==> config.mk <==
export PLATFORM = sky130hd
export DESIGN_NAME = frogger_game_ctrl_flat
export DESIGN_NICKNAME = d
export VERILOG_FILES = /design/src/rtl/frogger_pkg.sv /design/src/rtl/frogger_game_ctrl_if.sv /design/src/rtl/frogger_pos_ctrl.sv /design/src/rtl/frogger_game_ctrl.sv /design/src/flat_wrapper.sv
export SDC_FILE = /design/constraint.sdc
export NUM_CORES = 1
export LEC_CHECK = 0
export ABC_AREA = 0
export BUFFER_PORTS_ARGS = -buffer_cell sky130_fd_sc_hd__buf_2
export CORE_ASPECT_RATIO = 2
export CORE_MARGIN = 2
export CORE_UTILIZATION = 52
export CTS_BUF_LIST = sky130_fd_sc_hd__clkbuf_8 sky130_fd_sc_hd__clkbuf_16
export DETAILED_ROUTE_END_ITERATION = 10
export HOLD_SLACK_MARGIN = 0.02
export PLACE_DENSITY = 0.88
export SKIP_LAST_GASP = 1
export SYNTH_ARGS = -nofsm -noshare
export SYNTH_HDL_FRONTEND = slang
export SYNTH_SLANG_ARGS = --single-unit
==> constraint.sdc <==
create_clock -name clk -period 3.2 [get_ports clk]
set_input_delay 0.16 -clock clk [delete_from_list [all_inputs] [get_ports clk]]
set_output_delay 0.16 -clock clk [all_outputs]
set_load 0.01 [all_outputs]
==> src/rtl/frogger_pkg.sv <==
// Shared constants for the Frogger game: grid geometry, spawn point,
// lily pad layout, scoring/lives limits, FSM encodings and tile codes.
package frogger_pkg;

    // Playfield geometry and respawn tile (bottom grass row)
    localparam int C_GAME_WIDTH   = 14;
    localparam int C_GAME_HEIGHT  = 13;
    localparam int C_START_X      = 6;
    localparam int C_START_Y      = 12;

    // Bit n set means column n of row 0 is a lily pad
    localparam logic [C_GAME_WIDTH-1:0] C_LILY_MASK = 14'b10010010010010;

    localparam int C_SCORE_LIMIT  = 99;
    localparam int C_INIT_LIVES   = 3;
    localparam int C_DEATH_FRAMES = 60;

    // Datapath widths
    localparam int POS_W       = 6;
    localparam int LIVES_W     = 2;
    localparam int SCORE_W     = 7;
    localparam int STATE_W     = 3;
    localparam int FRAME_CNT_W = $clog2(C_DEATH_FRAMES);

    // Game FSM encodings; these values are visible on the state output
    localparam logic [STATE_W-1:0] ST_IDLE      = 3'd0;
    localparam logic [STATE_W-1:0] ST_RUNNING   = 3'd1;
    localparam logic [STATE_W-1:0] ST_DYING     = 3'd2;
    localparam logic [STATE_W-1:0] ST_GAME_OVER = 3'd3;
    localparam logic [STATE_W-1:0] ST_CLEANUP   = 3'd4;

    // Tile classes shared with the renderer and collision logic
    typedef enum logic [2:0] {
        TILE_WALL  = 3'd0,
        TILE_ROAD  = 3'd1,
        TILE_WATER = 3'd2,
        TILE_SAFE  = 3'd3,
        TILE_LILY  = 3'd4
    } tile_e;

    // True when column col of the top row holds a lily pad. The mask is
    // zero-extended so that any 6-bit column index is in range.
    function automatic logic is_lily(input logic [POS_W-1:0] col);
        logic [63:0] mask;
        mask = 64'(C_LILY_MASK);
        return mask[col];
    endfunction

endpackage

==> src/rtl/frogger_game_ctrl_if.sv <==
// Bundle between the game sequencer and its environment: per-frame tick,
// debounced buttons and collision flag in; frog position, lives, score,
// state and event pulses out.
interface frogger_game_ctrl_if;
    import frogger_pkg::*;

    logic               frame_tick;
    logic               game_start;
    logic               up_mvt;
    logic               down_mvt;
    logic               left_mvt;
    logic               right_mvt;
    logic               collided;

    logic [POS_W-1:0]   frog_x;
    logic [POS_W-1:0]   frog_y;
    logic [LIVES_W-1:0] lives;
    logic [SCORE_W-1:0] score;
    logic [STATE_W-1:0] state;
    logic               game_active;
    logic               death_pulse;
    logic               score_pulse;
    logic               win;

    // Environment side: drives buttons/tick/collision, observes the game
    modport master (
        output frame_tick, game_start, up_mvt, down_mvt, left_mvt, right_mvt, collided,
        input  frog_x, frog_y, lives, score, state,
               game_active, death_pulse, score_pulse, win
    );

    // Game sequencer side
    modport slave (
        input  frame_tick, game_start, up_mvt, down_mvt, left_mvt, right_mvt, collided,
        output frog_x, frog_y, lives, score, state,
               game_active, death_pulse, score_pulse, win
    );

endinterface

==> src/rtl/frogger_pos_ctrl.sv <==
// Frog tile position register. Computes the clamped candidate position for
// the current move pulses (Up > Down > Left > Right) and commits it unless
// frozen; load_start overrides everything and returns the frog to spawn.
module frogger_pos_ctrl
    import frogger_pkg::*;
(
    input  logic             clk,
    input  logic             rst_n,
    input  logic             load_start,
    input  logic             freeze,
    input  logic             up,
    input  logic             down,
    input  logic             left,
    input  logic             right,
    output logic [POS_W-1:0] x,
    output logic [POS_W-1:0] y,
    output logic [POS_W-1:0] nxt_x,
    output logic [POS_W-1:0] nxt_y
);

    localparam logic [POS_W-1:0] X_MAX   = POS_W'(C_GAME_WIDTH - 1);
    localparam logic [POS_W-1:0] Y_MAX   = POS_W'(C_GAME_HEIGHT - 1);
    localparam logic [POS_W-1:0] X_START = POS_W'(C_START_X);
    localparam logic [POS_W-1:0] Y_START = POS_W'(C_START_Y);
    localparam logic [POS_W-1:0] ONE     = POS_W'(1);

    // Candidate position: one move at most, saturating at the grid edges.
    // The sequencer inspects this to resolve landings on the top row.
    always_comb begin
        nxt_x = x;
        nxt_y = y;
        if (up) begin
            if (y != '0) nxt_y = y - ONE;
        end else if (down) begin
            if (y != Y_MAX) nxt_y = y + ONE;
        end else if (left) begin
            if (x != '0) nxt_x = x - ONE;
        end else if (right) begin
            if (x != X_MAX) nxt_x = x + ONE;
        end
    end

    // Position register: spawn on reset/load, hold while frozen
    always_ff @(posedge clk or negedge rst_n) begin
        if (!rst_n) begin
            x <= X_START;
            y <= Y_START;
        end else if (load_start) begin
            x <= X_START;
            y <= Y_START;
        end else if (!freeze) begin
            x <= nxt_x;
            y <= nxt_y;
        end
    end

endmodule

==> src/rtl/frogger_game_ctrl.sv <==
// Central Frogger game sequencer: game FSM, lives, score and the death
// timer. Frog position lives in frogger_pos_ctrl; this block decides when
// it may move, when it respawns and when it is frozen.
module frogger_game_ctrl
    import frogger_pkg::*;
(
    input  logic                clk,
    input  logic                rst_n,
    frogger_game_ctrl_if.slave  bus
);

    localparam logic [LIVES_W-1:0]     LIVES_INIT = LIVES_W'(C_INIT_LIVES);
    localparam logic [SCORE_W-1:0]     SCORE_LAST = SCORE_W'(C_SCORE_LIMIT - 1);
    localparam logic [SCORE_W-1:0]     SCORE_MAX  = SCORE_W'(C_SCORE_LIMIT);
    localparam logic [FRAME_CNT_W-1:0] CNT_LAST   = FRAME_CNT_W'(C_DEATH_FRAMES - 1);

    logic [STATE_W-1:0]     state, state_nxt;
    logic [LIVES_W-1:0]     lives;
    logic [SCORE_W-1:0]     score;
    logic [FRAME_CNT_W-1:0] frame_cnt;
    logic                   death_pulse, score_pulse, win, game_active;

    logic                   load_start, freeze;
    logic                   death, scored, win_set;
    logic                   any_mvt;
    logic [POS_W-1:0]       x, y, nxt_x, nxt_y;

    assign any_mvt = bus.up_mvt | bus.down_mvt | bus.left_mvt | bus.right_mvt;

    frogger_pos_ctrl u_pos (
        .clk        (clk),
        .rst_n      (rst_n),
        .load_start (load_start),
        .freeze     (freeze),
        .up         (bus.up_mvt),
        .down       (bus.down_mvt),
        .left       (bus.left_mvt),
        .right      (bus.right_mvt),
        .x          (x),
        .y          (y),
        .nxt_x      (nxt_x),
        .nxt_y      (nxt_y)
    );

    // Next-state and event decode. A collision outranks any move; a move
    // into the top row is resolved immediately as either a score (lily)
    // or a drowning. On a drowning the move is discarded, exactly as for
    // a collision, so the frog stays on the tile it jumped from.
    always_comb begin
        state_nxt  = state;
        load_start = 1'b0;
        freeze     = 1'b1;
        death      = 1'b0;
        scored     = 1'b0;
        win_set    = 1'b0;
        case (state)
            ST_IDLE: begin
                if (bus.game_start) state_nxt = ST_CLEANUP;
            end
            ST_CLEANUP: begin
                load_start = 1'b1;
                state_nxt  = ST_RUNNING;
            end
            ST_RUNNING: begin
                if (bus.collided) begin
                    death     = 1'b1;
                    state_nxt = ST_DYING;
                end else if (any_mvt) begin
                    if (nxt_y == '0) begin
                        if (is_lily(nxt_x)) begin
                            scored     = 1'b1;
                            load_start = 1'b1;
                            if (score == SCORE_LAST) begin
                                win_set   = 1'b1;
                                state_nxt = ST_GAME_OVER;
                            end
                        end else begin
                            death     = 1'b1;
                            state_nxt = ST_DYING;
                        end
                    end else begin
                        freeze = 1'b0;
                    end
                end
            end
            ST_DYING: begin
                if (bus.frame_tick && frame_cnt == CNT_LAST) begin
                    if (lives == '0) begin
                        state_nxt = ST_GAME_OVER;
                    end else begin
                        load_start = 1'b1;
                        state_nxt  = ST_RUNNING;
                    end
                end
            end
            ST_GAME_OVER: begin
                if (bus.game_start) state_nxt = ST_CLEANUP;
            end
            default: state_nxt = ST_IDLE;
        endcase
    end

    // FSM state plus the registered status flags derived from it
    always_ff @(posedge clk or negedge rst_n) begin
        if (!rst_n) begin
            state       <= ST_IDLE;
            game_active <= 1'b0;
            death_pulse <= 1'b0;
            score_pulse <= 1'b0;
        end else begin
            state       <= state_nxt;
            game_active <= (state_nxt == ST_RUNNING);
            death_pulse <= death;
            score_pulse <= scored;
        end
    end

    // Lives: refilled at game start, one lost per death, never below zero
    always_ff @(posedge clk or negedge rst_n) begin
        if (!rst_n) begin
            lives <= LIVES_INIT;
        end else if (state == ST_CLEANUP) begin
            lives <= LIVES_INIT;
        end else if (death && lives != '0) begin
            lives <= lives - LIVES_W'(1);
        end
    end

    // Score and win flag: cleared at game start, score saturates at limit
    always_ff @(posedge clk or negedge rst_n) begin
        if (!rst_n) begin
            score <= '0;
            win   <= 1'b0;
        end else if (state == ST_CLEANUP) begin
            score <= '0;
            win   <= 1'b0;
        end else begin
            if (scored && score < SCORE_MAX) score <= score + SCORE_W'(1);
            if (win_set) win <= 1'b1;
        end
    end

    // Death timer: restarts on each death, counts frame ticks while dying
    always_ff @(posedge clk or negedge rst_n) begin
        if (!rst_n) begin
            frame_cnt <= '0;
        end else if (death) begin
            frame_cnt <= '0;
        end else if (state == ST_DYING && bus.frame_tick) begin
            frame_cnt <= (frame_cnt == CNT_LAST) ? '0 : frame_cnt + FRAME_CNT_W'(1);
        end
    end

    assign bus.frog_x      = x;
    assign bus.frog_y      = y;
    assign bus.lives       = lives;
    assign bus.score       = score;
    assign bus.state       = state;
    assign bus.game_active = game_active;
    assign bus.death_pulse = death_pulse;
    assign bus.score_pulse = score_pulse;
    assign bus.win         = win;

endmodule
==> src/flat_wrapper.sv <==
// flat-port wrapper written by rule: the top's interface ports become plain ports
module frogger_game_ctrl_flat import frogger_pkg::*;
  (clk, rst_n, bus_frame_tick, bus_game_start, bus_up_mvt, bus_down_mvt, bus_left_mvt, bus_right_mvt, bus_collided, bus_frog_x, bus_frog_y, bus_lives, bus_score, bus_state, bus_game_active, bus_death_pulse, bus_score_pulse, bus_win);
  frogger_game_ctrl_if bus_i ();
  input  logic clk;
  input  logic rst_n;
  input wire logic [$bits(bus_i.frame_tick)-1:0] bus_frame_tick;
  input wire logic [$bits(bus_i.game_start)-1:0] bus_game_start;
  input wire logic [$bits(bus_i.up_mvt)-1:0] bus_up_mvt;
  input wire logic [$bits(bus_i.down_mvt)-1:0] bus_down_mvt;
  input wire logic [$bits(bus_i.left_mvt)-1:0] bus_left_mvt;
  input wire logic [$bits(bus_i.right_mvt)-1:0] bus_right_mvt;
  input wire logic [$bits(bus_i.collided)-1:0] bus_collided;
  output wire logic [$bits(bus_i.frog_x)-1:0] bus_frog_x;
  output wire logic [$bits(bus_i.frog_y)-1:0] bus_frog_y;
  output wire logic [$bits(bus_i.lives)-1:0] bus_lives;
  output wire logic [$bits(bus_i.score)-1:0] bus_score;
  output wire logic [$bits(bus_i.state)-1:0] bus_state;
  output wire logic [$bits(bus_i.game_active)-1:0] bus_game_active;
  output wire logic [$bits(bus_i.death_pulse)-1:0] bus_death_pulse;
  output wire logic [$bits(bus_i.score_pulse)-1:0] bus_score_pulse;
  output wire logic [$bits(bus_i.win)-1:0] bus_win;
  assign bus_i.frame_tick = bus_frame_tick;
  assign bus_i.game_start = bus_game_start;
  assign bus_i.up_mvt = bus_up_mvt;
  assign bus_i.down_mvt = bus_down_mvt;
  assign bus_i.left_mvt = bus_left_mvt;
  assign bus_i.right_mvt = bus_right_mvt;
  assign bus_i.collided = bus_collided;
  assign bus_frog_x = bus_i.frog_x;
  assign bus_frog_y = bus_i.frog_y;
  assign bus_lives = bus_i.lives;
  assign bus_score = bus_i.score;
  assign bus_state = bus_i.state;
  assign bus_game_active = bus_i.game_active;
  assign bus_death_pulse = bus_i.death_pulse;
  assign bus_score_pulse = bus_i.score_pulse;
  assign bus_win = bus_i.win;
  frogger_game_ctrl u_core (.clk(clk), .rst_n(rst_n), .bus(bus_i));
endmodule
# After elaboration in Yosys (flattened, before gate mapping)
# Memories as Yosys holds them, arrays and structs flattened.
# Cells that the tools add are included.
classes:
  n_addsub: 7
  mul: 0
  div_mod_pow: 0
  order_cmp: 2
  n_eq_ne: 10
  shift: 0
  muxes: 56
  bitwise_logic: 3
  reduce_logical: 15
ops:
  columns: ["cell", "n"]
  rows:
  - ["$mux 6", 17]
  - ["$mux 1", 25]
  - ["$mux 3", 7]
  - ["$add 6x1->6 const B", 3]
  - ["$mux 7", 2]
  - ["$ne 6x4->1 const B", 2]
  - ["$pmux 3 s4", 1]
  - ["$reduce_bool 6->1", 2]
  - ["$sub 6x1->6 const B", 2]
  - ["$reduce_bool 2->1", 5]
  - ["$add 7x1->7 const B", 1]
  - ["$eq 7x7->1 const B", 1]
  - ["$lt 6x7->1 const B", 1]
  - ["$lt 7x7->1 const B", 1]
  - ["$eq 3x1->1 const B", 2]
  - ["$eq 3x2->1 const B", 2]
  - ["$eq 6x6->1 const B", 1]
  - ["$logic_not 6->1", 1]
  - ["$mux 2", 3]
  - ["$logic_and 1x1->1", 4]
  - ["$eq 3x3->1 const B", 1]
  - ["$logic_not 3->1", 1]
  - ["$or 1x1->1", 3]
  - ["$pmux 1 s3", 1]
  - ["other kinds (4)", 4]
totals:
  reg_bits: 34
  latchBits: 0
  mem_bits_rw: 0
  romBits: 64
  input_bits: 9
  output_inout_bits: 28
  mem_count: 1
memory_table:
  columns: ["memory", "words", "word_bits", "read_ports", "rd_ports_with_merged_regs", "wr", "line", "rtl"]
  rows:
  - ["(name not given)", 64, 1, 1, 0, 0, "frogger_pkg.sv:46", "return mask[col];"]

# Longest topological paths before layout
# Gate-level depths: netlist (run 1).
logic_depth:
  word_depth: 16
  depth_mapped: 13

# By module
# From an unflattened synthesis (run 1), not the netlist that was laid out.
unflattened:
  hier_cells: 328
  hier_area_um2: 2748.9
modules_own_cells:
  columns: ["module", "n_inst", "cells_per_inst", "area_each_um2"]
  rows:
  - ["frogger_pos_ctrl", 1, 181, 1427.6]
  - ["frogger_game_ctrl", 1, 147, 1321.3]

# Worst setup path after synthesis (run 1)
# No wires, ideal clock.
synth_timing:
  path_kind: "reg-to-reg"
  start: "register u_core.u_pos.y[0]"
  end: "register u_core.score[5], in the netlist u_core.bus.score[5]"
  setup_ns: 0.078
  arrival_ns: 3.186
  path_slack_ns: -0.063
  stages_incl_launch_ff: 14
  path_buffers: 2
  synth_period_minus_slack_ns: 3.263
  cell_sequence: "dfrtp_1 > inv_1 > ha_1 > or3b_4 > o31ai_4 > a31o_1 > o31ai_1 > or4b_1 > buf_2 > nor3_4 > nand4_2 > buf_6 > or3_1 > a21oi_1"
synth_between:
  elab_chain_len: 11
  elab_cells_between_ends: 15
  classes_between: "2 x add/sub; 1 x eq/ne; 8 x mux; 4 x reduce/logical"
synth_rtl:
  columns: ["item", "line", "rtl"]
  rows:
  - ["from (decl)", "frogger_pos_ctrl.sv:16", "output logic [POS_W-1:0] y,"]
  - ["from (signal assigned)", "frogger_pos_ctrl.sv:53", "y <= nxt_y;"]
  - ["$add 6x1->6 or $ne 6x4->1 (tied branches)", "frogger_pos_ctrl.sv:35", "if (y != Y_MAX) nxt_y = y + ONE;"]
  - ["$mux 6", "frogger_pos_ctrl.sv:35", null]
  - ["$mux 6", "frogger_pos_ctrl.sv:34", "end else if (down) begin"]
  - ["$mux 6 (*)", "frogger_pos_ctrl.sv:32", "if (up) begin"]
  - ["$logic_not 6->1 (*)", "frogger_game_ctrl.sv:69", "if (nxt_y == '0) begin"]
  - ["$mux 1 (*)", "frogger_game_ctrl.sv:69", null]
  - ["$mux 1 (*)", "frogger_game_ctrl.sv:68", "end else if (any_mvt) begin"]
  - ["$mux 1 (*)", "frogger_game_ctrl.sv:65", "if (bus.collided) begin"]
  - ["$mux 1 (*)", "frogger_game_ctrl.sv:56", "case (state)"]
  - ["$logic_and 1x1->1 (*)", "frogger_game_ctrl.sv:138", "if (scored && score < SCORE_MAX) score <= score + SCORE_W'(1);"]
  - ["$reduce_bool 2->1 (no line) (*)", null, null]
  - ["to (signal assigned)", "frogger_game_ctrl.sv:138", null]
  - ["to (decl)", "frogger_game_ctrl.sv:19", "logic [SCORE_W-1:0] score;"]
# Every way passes the cells marked *; elsewhere a longest branch is shown, timed or not.
# A chain may end at the register's enable or synchronous reset.

# Worst setup path in the final report (run 1)
layout_timing:
  start: "register u_core.u_pos.x[2]"
  end: "register u_core.game_active, in the netlist u_core.bus.game_active"
layout_between:
  elab_chain_len: 14
  elab_cells_between_ends: 18
  classes_between: "2 x add/sub; 2 x eq/ne; 12 x mux; 1 x reduce/logical; 1 x memory"
layout_rtl:
  columns: ["item", "line", "rtl"]
  rows:
  - ["from (decl)", "frogger_pos_ctrl.sv:15", "output logic [POS_W-1:0] x,"]
  - ["from (signal assigned)", "frogger_pos_ctrl.sv:52", "x <= nxt_x;"]
  - ["$add 6x1->6 or $ne 6x4->1 (tied branches)", "frogger_pos_ctrl.sv:39", "if (x != X_MAX) nxt_x = x + ONE;"]
  - ["$mux 6", "frogger_pos_ctrl.sv:39", null]
  - ["$mux 6", "frogger_pos_ctrl.sv:38", "end else if (right) begin"]
  - ["$mux 6", "frogger_pos_ctrl.sv:36", "end else if (left) begin"]
  - ["$mux 6", "frogger_pos_ctrl.sv:34", null]
  - ["$mux 6 (*)", "frogger_pos_ctrl.sv:32", null]
  - ["$mem_v2 64x1 (*)", null, null]
  - ["$mux 1 (not written as such) (*)", "frogger_pkg.sv:46", null]
  - ["$mux 3 (*)", "frogger_game_ctrl.sv:70", "if (is_lily(nxt_x)) begin"]
  - ["$mux 3 (*)", "frogger_game_ctrl.sv:69", null]
  - ["$mux 3 (*)", "frogger_game_ctrl.sv:68", null]
  - ["$mux 3 (*)", "frogger_game_ctrl.sv:65", null]
  - ["$pmux 3 s4 (*)", "frogger_game_ctrl.sv:56", null]
  - ["via u_core.state_nxt[1]", "frogger_game_ctrl.sv:17", "logic [STATE_W-1:0] state, state_nxt;"]
  - ["$eq 3x1->1 (*)", "frogger_game_ctrl.sv:112", "game_active <= (state_nxt == ST_RUNNING);"]
  - ["to (signal assigned)", "frogger_game_ctrl.sv:112", null]
  - ["to (decl)", "frogger_game_ctrl.sv:21", "logic death_pulse, score_pulse, win, game_active;"]
# Mark *: on every way through the listed nets, which the timed path passes. The rest lies on a longest branch. The select of a mux whose other input is x is not followed.

==> results of run 1 <==
sequential cells by signal (all words and copies together), names as in the netlist:
register,cells
u_core.bus.death_pulse,1
u_core.bus.game_active,1
u_core.bus.lives,2
u_core.bus.score,7
u_core.bus.score_pulse,1
u_core.bus.state,3
u_core.bus.win,1
u_core.frame_cnt,6
u_core.u_pos.x,6
u_core.u_pos.y,6
path summary, 6_finish.rpt:
path / startpoint / end / slack, ps / cells past startpoint
worst max register to register: u_core.u_pos.x[2] / u_core.bus.game_active / 120 / 9
worst min register to register: u_core.bus.win / u_core.bus.win / 510 / 2
worst min-delay path: bus_game_start / u_core.bus.state[2] / 150 / 2
worst max-delay path: u_core.u_pos.x[2] / u_core.bus.game_active / 120 / 9
max in group asynchronous: rst_n / u_core.u_pos.y[1] / 2190 / 2
min in group asynchronous: rst_n / u_core.u_pos.y[4] / 460 / 2
power groups by stage:
stage          Clock, mW  Combinational, mW  Sequential [mW]
6_report           0.337               1.10            0.672
3_3_place_gp           0               1.01            0.669
4_1_cts            0.347               1.06            0.670
3_5_place_dp           0               1.04            0.677
2_1_floorplan          0              0.699            0.667
5_1_grt            0.358               1.21            0.685
area by class of cell:
class	count	area [um2]	share of cell area (%)
clock buffer	6	82.6	2.68
clock inverter	2	8.76	0.284
inverter	16	60.1	1.95
multi-input combinational	239	1630	52.9
sequential	34	861	27.9
tap	57	71.3	2.31
timing repair buffer	61	370	12.0
synthesized netlist by cell type (7+ instances only):
cell                       number
sky130_fd_sc_hd__a21oi_1       13
sky130_fd_sc_hd__clkbuf_1      10
sky130_fd_sc_hd__dfrtp_1       28
sky130_fd_sc_hd__ha_1           9
sky130_fd_sc_hd__inv_1         16
sky130_fd_sc_hd__nand2_1       20
sky130_fd_sc_hd__nand3_1        9
sky130_fd_sc_hd__nand4_1        7
sky130_fd_sc_hd__nor2_1        38
sky130_fd_sc_hd__nor3_1        10
sky130_fd_sc_hd__o21ai_0       18
sky130_fd_sc_hd__xnor2_1       11
what timing repair did:
action                                 4_1_cts  5_1_grt
resized for setup                            1       16
setup endpoints to repair                    4       21
endpoints found under the hold margin       28        0
buffers inserted                             1        2
hold buffers                                 1        0
pin swaps                                    1        0
kinds of logic (layout without fill, tap and decap cells):
family	after synthesis	in the layout	share of synthesized area (%)
AND/OR/NAND/NOR	130	130	27.4
AO/OA/AOI/OAI	80	80	22.1
flip-flops	34	34	33.2
buffers and inverters	34	85	5.91
XOR/XNOR	15	15	5.08
adder cells (fa/ha/maj)	9	9	4.36
multiplexers	5	5	1.94
per-layer routing:
layer	global-route usage [%]	vias up	share of wire (%)
li1	-	1223	-
met1	26.8	1230	36
met2	43.3	96	55
met3	4.47	30	5.1
met4	19.4	0	4.0
met5	0	-	0
critical path, stage by stage (launching register included):
cell and delay, ps:
sky130_fd_sc_hd__dfstp_2 640, sky130_fd_sc_hd__nor4bb_1 460, sky130_fd_sc_hd__a2111oi_0 210, sky130_fd_sc_hd__a21oi_1 310
sky130_fd_sc_hd__xnor2_2 150, sky130_fd_sc_hd__nor3_1 220, sky130_fd_sc_hd__o211ai_1 140, sky130_fd_sc_hd__a32o_2 350
sky130_fd_sc_hd__or2_2 320, sky130_fd_sc_hd__a31oi_1 190
stage by stage:
stage	TNS, ps	hold slack, ps	instances	instance area (um2)	util [%]
after global routing	-134	153	415	3090	64.0
after floorplan	0	-136	307	2590	-
after detailed placement	-18.4	266	403	2910	60.3
final	0	155	415	3090	64.0
after global placement	0	263	403	2910	60.3
after CTS	0	144	413	3020	62.6
==> impl_results.rst, run 1 <==
.. list-table::
   :header-rows: 1

   * - Metric
     - Value
   * - Run status
     - completed
   * - # rows
     - 36
   * - Final critical-path share of the clock period
     - 96.4%
   * - Worst min-delay path class
     - primary input to flip-flop
   * - IO buf count
     - 36
   * - Main flop type after synthesis
     - sky130_fd_sc_hd__dfrtp_1
   * - ANT nets after route
     - 0
   * - Share of cells above drive strength 1
     - 28.2%
   * - Max Cap Violations
     - 0
   * - Commonest non-fill, non-tap cell in the layout
     - sky130_fd_sc_hd__nor2_1
   * - Path type of the worst setup path
     - flip-flop to flip-flop
   * - Synth-to-layout area growth
     - 19.4%
   * - Crit end category
     - flip-flop
   * - Pin count of the biggest net entering global routing
     - 35
   * - Commonest cells after routing, fill and taps aside
     - sky130_fd_sc_hd__nor2_1, sky130_fd_sc_hd__buf_2, sky130_fd_sc_hd__dfrtp_1
   * - Post-CTS clock slew at the launch and capture registers of the worst setup and hold paths
     - 70 ps
   * - Worst Path Arrival
     - 3290 ps
   * - Mean instance size in the synthesized netlist
     - 8.42 um2
   * - Clock buffers created by TritonCTS
     - 5
   * - Net switching power figure
     - 0.912 mW
   * - Post-synth net total
     - 325
   * - Cell variety after synth
     - 58
   * - Sequential-to-total area share from yosys stat
     - 33.2%
   * - Total DRC errors in the routed layout
     - 0
   * - Number of antenna violations at the first check in global routing
     - 0
   * - Worst max-slew margin expressed relative to the limit
     - 49.0%
   * - Worst Tran Pin Value
     - 765 ps
   * - Nets
     - 375
   * - Unrepaired setup endpoints after global routing
     - yes
   * - Worst slack at placement
     - -18.4 ps
   * - Top achievable clock speed
     - 0.324 GHz
   * - Horizontal die dimension
     - 53.8 um
   * - Diode count
     - 0
   * - Final hold violations
     - 0
   * - Cells after Synth
     - 307
   * - Post-synth EDFFs
     - 0
   * - Clock Root Buffer
     - sky130_fd_sc_hd__clkbuf_8
   * - DRT Wirelength
     - 6750 um
   * - Detailed Route Iter0 Violations
     - 69
   * - Buffers from clock root to sink, at most
     - 2
   * - Design Power
     - 2.11 mW
   * - Fraction of power consumed by combinational cells
     - 52.2%
   * - Portion of total power attributed to sequential cells
     - 31.9%
   * - Die Outline Area
     - 5580 um2
   * - Part of the total power dissipated in the clock network
     - 16.0%
   * - Mean number of vias per cell
     - 6.21
   * - Detailed-router iteration count before antenna repair
     - 4
   * - Average wire per cell in the routed design
     - 16.3 um
   * - Sink count of the clock tree
     - 34
   * - Vias in the first global route
     - 2,576
   * - Seq cells post-synth
     - 34
   * - Final RePlAce weighted congestion
     - 0.922
   * - Post-Syn Area
     - 2580 um2
   * - Starting Density
     - 53.6%
   * - Fraction of power spent switching nets
     - 43.2%
   * - Final count of pins violating max slew
     - 0
   * - Clock period minus final worst setup slack
     - 3080 ps
   * - Detailed placement HPWL
     - 5080 um
   * - Kind of launch point of the worst setup path
     - flip-flop
   * - Cell type contributing the most total cell area after synthesis
     - sky130_fd_sc_hd__dfrtp_1
   * - Power density relative to cell area
     - 683 nW/um2
   * - Leftover overflow at the end of global routing
     - 0
   * - Synth async-reset ratio
     - 100%
   * - Largest driver fanout on the critical path
     - 13
   * - Number of top-level pins
     - 37
   * - Filler instances
     - 380
   * - Leakage power total
     - 1.41 nW
   * - Minimum setup slack in the final design
     - 116 ps
   * - Top cells by area in the synthesized netlist
     - sky130_fd_sc_hd__dfrtp_1, sky130_fd_sc_hd__dfstp_2, sky130_fd_sc_hd__nor2_1
   * - Clock latency of the later-clocked register in the worst-skew pair
     - 310 ps
   * - Number of endpoints failing setup at the final stage
     - 0
   * - Core Region
     - 4820 um2
   * - Y dimension of the die
     - 104 um
   * - Post-synth top area share
     - 27.1%
   * - Worst clock skew
     - 14.0 ps
   * - Number of vias after detailed routing
     - 2,579
   * - CTS tree
     - built
   * - Count of H-tree levels built during CTS
     - 2
   * - Total routing resource utilization after global routing
     - 25.9%
   * - Yosys synthesis warning count
     - 0
   * - Worst IR Drop VDD
     - 0.000507 V
   * - Internal portion of total power
     - 1.20 mW
   * - Required time reported for the critical path endpoint
     - 3400 ps
   * - Wire length of the first global-routing pass
     - 10,900 um
No activity file was read; power rests on OpenSTA's default activity.
==> run 2: changes to the inputs <==
--- a/config.mk
+++ b/config.mk
@@ -9,12 +9,13 @@
 export BUFFER_PORTS_ARGS = -buffer_cell sky130_fd_sc_hd__buf_2
 export CORE_ASPECT_RATIO = 2
 export CORE_MARGIN = 2
-export CORE_UTILIZATION = 52
+export CORE_UTILIZATION = 53
 export CTS_BUF_LIST = sky130_fd_sc_hd__clkbuf_8 sky130_fd_sc_hd__clkbuf_16
 export DETAILED_ROUTE_END_ITERATION = 10
-export HOLD_SLACK_MARGIN = 0.02
-export PLACE_DENSITY = 0.88
+export HOLD_SLACK_MARGIN = 0.1
+export PLACE_DENSITY = 0.89
 export SKIP_LAST_GASP = 1
 export SYNTH_ARGS = -nofsm -noshare
 export SYNTH_HDL_FRONTEND = slang
+export SYNTH_HIERARCHICAL = 1
 export SYNTH_SLANG_ARGS = --single-unit
==> run 2 against run 1 <==
Compared with the run above:
- the run now ends with setup timing left
- wire length is 26% higher
- count of clock-buffer cells in the layout decreased by 1
- register-to-register slack worse by 280 ps
- clock power is 11% higher
- utilization increased by 4.4 points
- sequential power fell by 3.3%
- worst hold slack improved by 22 ps
- sequential share of layout area shrank 3.3 points
- area after synthesis grew 6.4%
- via count is 17% higher
- non-clock buffer count is 10 higher
- critical path type unchanged
==> impl_results.rst, run 2 <==
.. list-table::
   :header-rows: 1

   * - Metric
     - Value
   * - Run status
     - finished, violations left
   * - Violated checks
     - setup timing
   * - Commonest non-fill, non-tap cell in the layout
     - sky130_fd_sc_hd__buf_2
   * - Crit end category
     - flip-flop
   * - Worst clock skew
     - 4.43 ps (-9.59 ps)
   * - Clock period minus final worst setup slack
     - 3360 ps (+278 ps)
   * - Worst Tran Pin Value
     - 752 ps (-13.1 ps)
   * - Number of vias after detailed routing
     - 3,016 (+17%)
   * - Number of top-level pins
     - 37 (unchanged)
   * - Sequential-to-total area share from yosys stat
     - 31.2% (-2.0 points)
   * - Diode count
     - 0 (unchanged)
   * - Final design instance area without fill
     - 3480 um2 (+13%)
   * - Wire length of the first global-routing pass
     - 12,100 um (+11%)
   * - Detailed-router iteration count before antenna repair
     - 5 (+1)
   * - Final critical-path share of the clock period
     - 105% (+8.7 points)
   * - Highest metal layer with signal wires
     - met4
   * - Core Region
     - 5090 um2 (+5.7%)
   * - Routed wl met2
     - 4510 um (+22%)
   * - Cells after Synth
     - 328 (+6.8%)
   * - Final hold violations
     - 0 (unchanged)
   * - Worst IR Drop VDD
     - 0.000503 V (-0.78%)
   * - Average wire per cell in the routed design
     - 19.0 um (+17%)
   * - Post-Syn Area
     - 2750 um2 (+6.4%)
   * - Number of cells on the worst reg-to-reg path
     - 10 (+1)
   * - Horizontal die dimension
     - 54.9 um (+2.0%)
   * - Post-synth top area share
     - 25.5% (-1.6 points)
   * - Clock latency of the later-clocked register in the worst-skew pair
     - 280 ps (-30 ps)
   * - Share of cells above drive strength 1
     - 32.6% (+4.4 points)
   * - Cell type contributing the most total cell area after synthesis
     - sky130_fd_sc_hd__dfrtp_1
   * - Required time reported for the critical path endpoint
     - 3410 ps (about the same)
   * - Max Cap Violations
     - 0 (unchanged)
   * - Pin count of the biggest net entering global routing
     - 35 (unchanged)
   * - Mean instance size in the synthesized netlist
     - 8.38 um2 (-0.42%)
   * - DRT Wirelength
     - 8510 um (+26%)
   * - IO buf count
     - 36 (unchanged)
   * - Minimum setup slack in the final design
     - -162 ps (-278 ps)
   * - Power density relative to cell area
     - 663 nW/um2 (-3.0%)
   * - CTS tree
     - built
   * - Final RePlAce weighted congestion
     - 0.913 (-0.97%)
   * - Count of H-tree levels built during CTS
     - 2 (unchanged)
   * - Worst min-delay path class
     - primary input to flip-flop
   * - Detailed placement HPWL
     - 5690 um (+12%)
   * - # rows
     - 37 (+2.8%)
   * - Number of endpoints failing setup at the final stage
     - 11 (+11)
   * - Mean number of vias per cell
     - 6.73 (+8.3%)
   * - Main flop type after synthesis
     - sky130_fd_sc_hd__dfrtp_1
   * - Cell variety after synth
     - 78 (+34%)
   * - Yosys synthesis warning count
     - 6 (+6)
   * - Post-synth net total
     - 349 (+7.4%)
   * - Cell count of the worst hold path
     - 2 (unchanged)
   * - Most repeated cell in the gate-level netlist after synthesis
     - sky130_fd_sc_hd__nand2_1
   * - Unrepaired setup endpoints after global routing
     - yes
   * - Design Power
     - 2.31 mW (+9.5%)
   * - Kind of launch point of the worst setup path
     - flip-flop
   * - Largest register FFs
     - 7 (unchanged)
   * - Starting Density
     - 54.0% (+0.37 points)
   * - Clock Root Buffer
     - sky130_fd_sc_hd__clkbuf_8
   * - Final count of pins violating max slew
     - 0 (unchanged)
   * - Synth top cells by count
     - sky130_fd_sc_hd__nand2_1, sky130_fd_sc_hd__nor2_1, sky130_fd_sc_hd__dfrtp_1
   * - Vias in the first global route
     - 2,751 (+6.8%)
   * - Leftover overflow at the end of global routing
     - 0 (unchanged)
   * - Buffers from clock root to sink, at most
     - 2 (unchanged)
   * - Detailed Route Iter0 Violations
     - 194 (+180%)
   * - Slowest Stage Delay on Critical Path
     - 590 ps (-50 ps)
   * - Clock buffers created by TritonCTS
     - 5 (unchanged)
   * - Top achievable clock speed
     - 0.297 GHz (-8.3%)
   * - Synth async-reset ratio
     - 100% (unchanged)
   * - Worst path cell trace
     - ha_1 -> nand2_1 -> a2111oi_0 -> o21ai_0 -> o21a_1 -> mux2i_1 -> o22a_1 -> or3_4 -> or4_4 -> a21oi_2
   * - Leakage power total
     - 1.58 nW (+12%)
   * - Post-synth EDFFs
     - 0 (unchanged)
   * - Total DRC errors in the routed layout
     - 0 (unchanged)
   * - Worst Path Arrival
     - 3580 ps (+290 ps)
   * - Synth-to-layout area growth
     - 26.8%
   * - Y dimension of the die
     - 106 um (+2.1%)
   * - Post-placement cell area
     - 3110 um2 (+7.1%)
   * - Path type of the worst setup path
     - flip-flop to flip-flop
   * - Met3 wire length
     - 482 um (+40%)
   * - Seq cells post-synth
     - 34 (unchanged)
   * - Number of antenna violations at the first check in global routing
     - 0 (unchanged)
   * - Nets
     - 410 (+9.3%)
   * - Worst max-slew margin expressed relative to the limit
     - 49.9% (+0.87 points)
   * - ANT nets after route
     - 0 (unchanged)
   * - Worst slack at placement
     - -76.7 ps (-58.4 ps)
   * - Register containing the most flip-flops in the final layout
     - u_core/bus.score
   * - Post-CTS clock slew at the launch and capture registers of the worst setup and hold paths
     - 70 ps (about the same)
   * - Standard cell with the maximum stage delay on the critical path
     - sky130_fd_sc_hd__a2111oi_0
   * - Commonest cells after routing, fill and taps aside
     - sky130_fd_sc_hd__buf_2, sky130_fd_sc_hd__buf_4, sky130_fd_sc_hd__nand2_1
   * - Die Outline Area
     - 5810 um2 (+4.1%)
   * - Met1 wire length
     - 2980 um (+23%)
   * - Largest driver fanout on the critical path
     - 6 (-7)
   * - Top cells by area in the synthesized netlist
     - sky130_fd_sc_hd__dfrtp_1, sky130_fd_sc_hd__dfstp_2, sky130_fd_sc_hd__ha_1
   * - Total routing resource utilization after global routing
     - 27.6% (+1.6 points)
   * - Sink count of the clock tree
     - 34 (unchanged)
-- run 2: changes by cell type after synthesis, moves of 5 or more --
cell,before,now
sky130_fd_sc_hd__nand2_1,20,32
sky130_fd_sc_hd__nor2_1,38,29
sky130_fd_sc_hd__a21oi_1,13,20
sky130_fd_sc_hd__a221oi_1,0,6
sky130_fd_sc_hd__clkbuf_1,10,4
sky130_fd_sc_hd__inv_1,16,22
sky130_fd_sc_hd__xnor2_1,11,5
sky130_fd_sc_hd__a211o_1,6,1
-- run 2: final timing paths --
kind,start,to,slack [ps]
worst min-delay path,bus_game_start,u_core/bus.state[2],180
max in group asynchronous,rst_n,u_core/u_pos/y[4],2240
worst max register to register,u_core/u_pos/x[1],u_core/bus.score[5],-160
min in group asynchronous,rst_n,u_core/bus.score[2],480
worst min register to register,u_core/frame_cnt[5],u_core/frame_cnt[5],530
worst max-delay path,u_core/u_pos/x[1],u_core/bus.score[5],-160
-- run 2: what timing repair did --
item,4_1_cts,5_1_grt
pin swaps,3,18
resized for setup,6,34
hold buffers,1,0
hold endpoints to repair,28,0
cloned,0,0
endpoints found under the setup margin,5,16
buffers inserted,0,8
-- run 2: report_power, final --
| part | leakage, nW | internal, mW | switching (mW) |
|---|---|---|---|
| clock | 0.0607 | 0.226 | 0.149 |
| sequential | 0.444 | 0.525 | 0.125 |
| combinational | 1.08 | 0.570 | 0.714 |
-- run 2: cells by family (layout without fill, tap and decap cells) --
family	after synthesis	count (layout)	synth area share, %
compound gates	98	98	24.7
xor+xnor	6	6	1.91
fa+ha+maj	12	12	5.46
buf+inv	39	101	6.64
flops	34	34	31.2
mux	8	8	3.00
simple gates	131	131	27.0
-- run 2: layout make-up --
cell class / count / area [um2]
Multi-Input combinational cell: 255 / 1910
Fill cell: 381 / 1610
Sequential cell: 34 / 858
Timing Repair Buffer: 71 / 457
Inverter: 22 / 85.1
Tap cell: 58 / 72.6
Clock buffer: 5 / 68.8
Clock inverter: 3 / 37.5
-- run 2: critical path: cells and delay by family, from the launching register on --
kind	cells	cell delay [ps]
AO/OA/AOI/OAI	5	1340
adder cells (fa/ha/maj)	1	260
flip-flops	1	570
multiplexers	1	150
AND/OR/NAND/NOR	3	970
-- run 2: metrics by stage --
step	utilization, %	TNS, ps	hold WS, ps	cells
floorplan	-	0	-136	328
global placement	61.1	0	264	431
detailed placement	61.1	-192	268	431
CTS	64.0	-33.0	166	440
global route	68.4	-4140	176	448
finish	68.4	-850	177	448
-- run 2: metal layers --
layer	global-route usage, %	up-vias
met3	4.11	54
met5	0	-
li1	-	1339
met2	50.4	181
met1	27.5	1442
met4	13.9	0
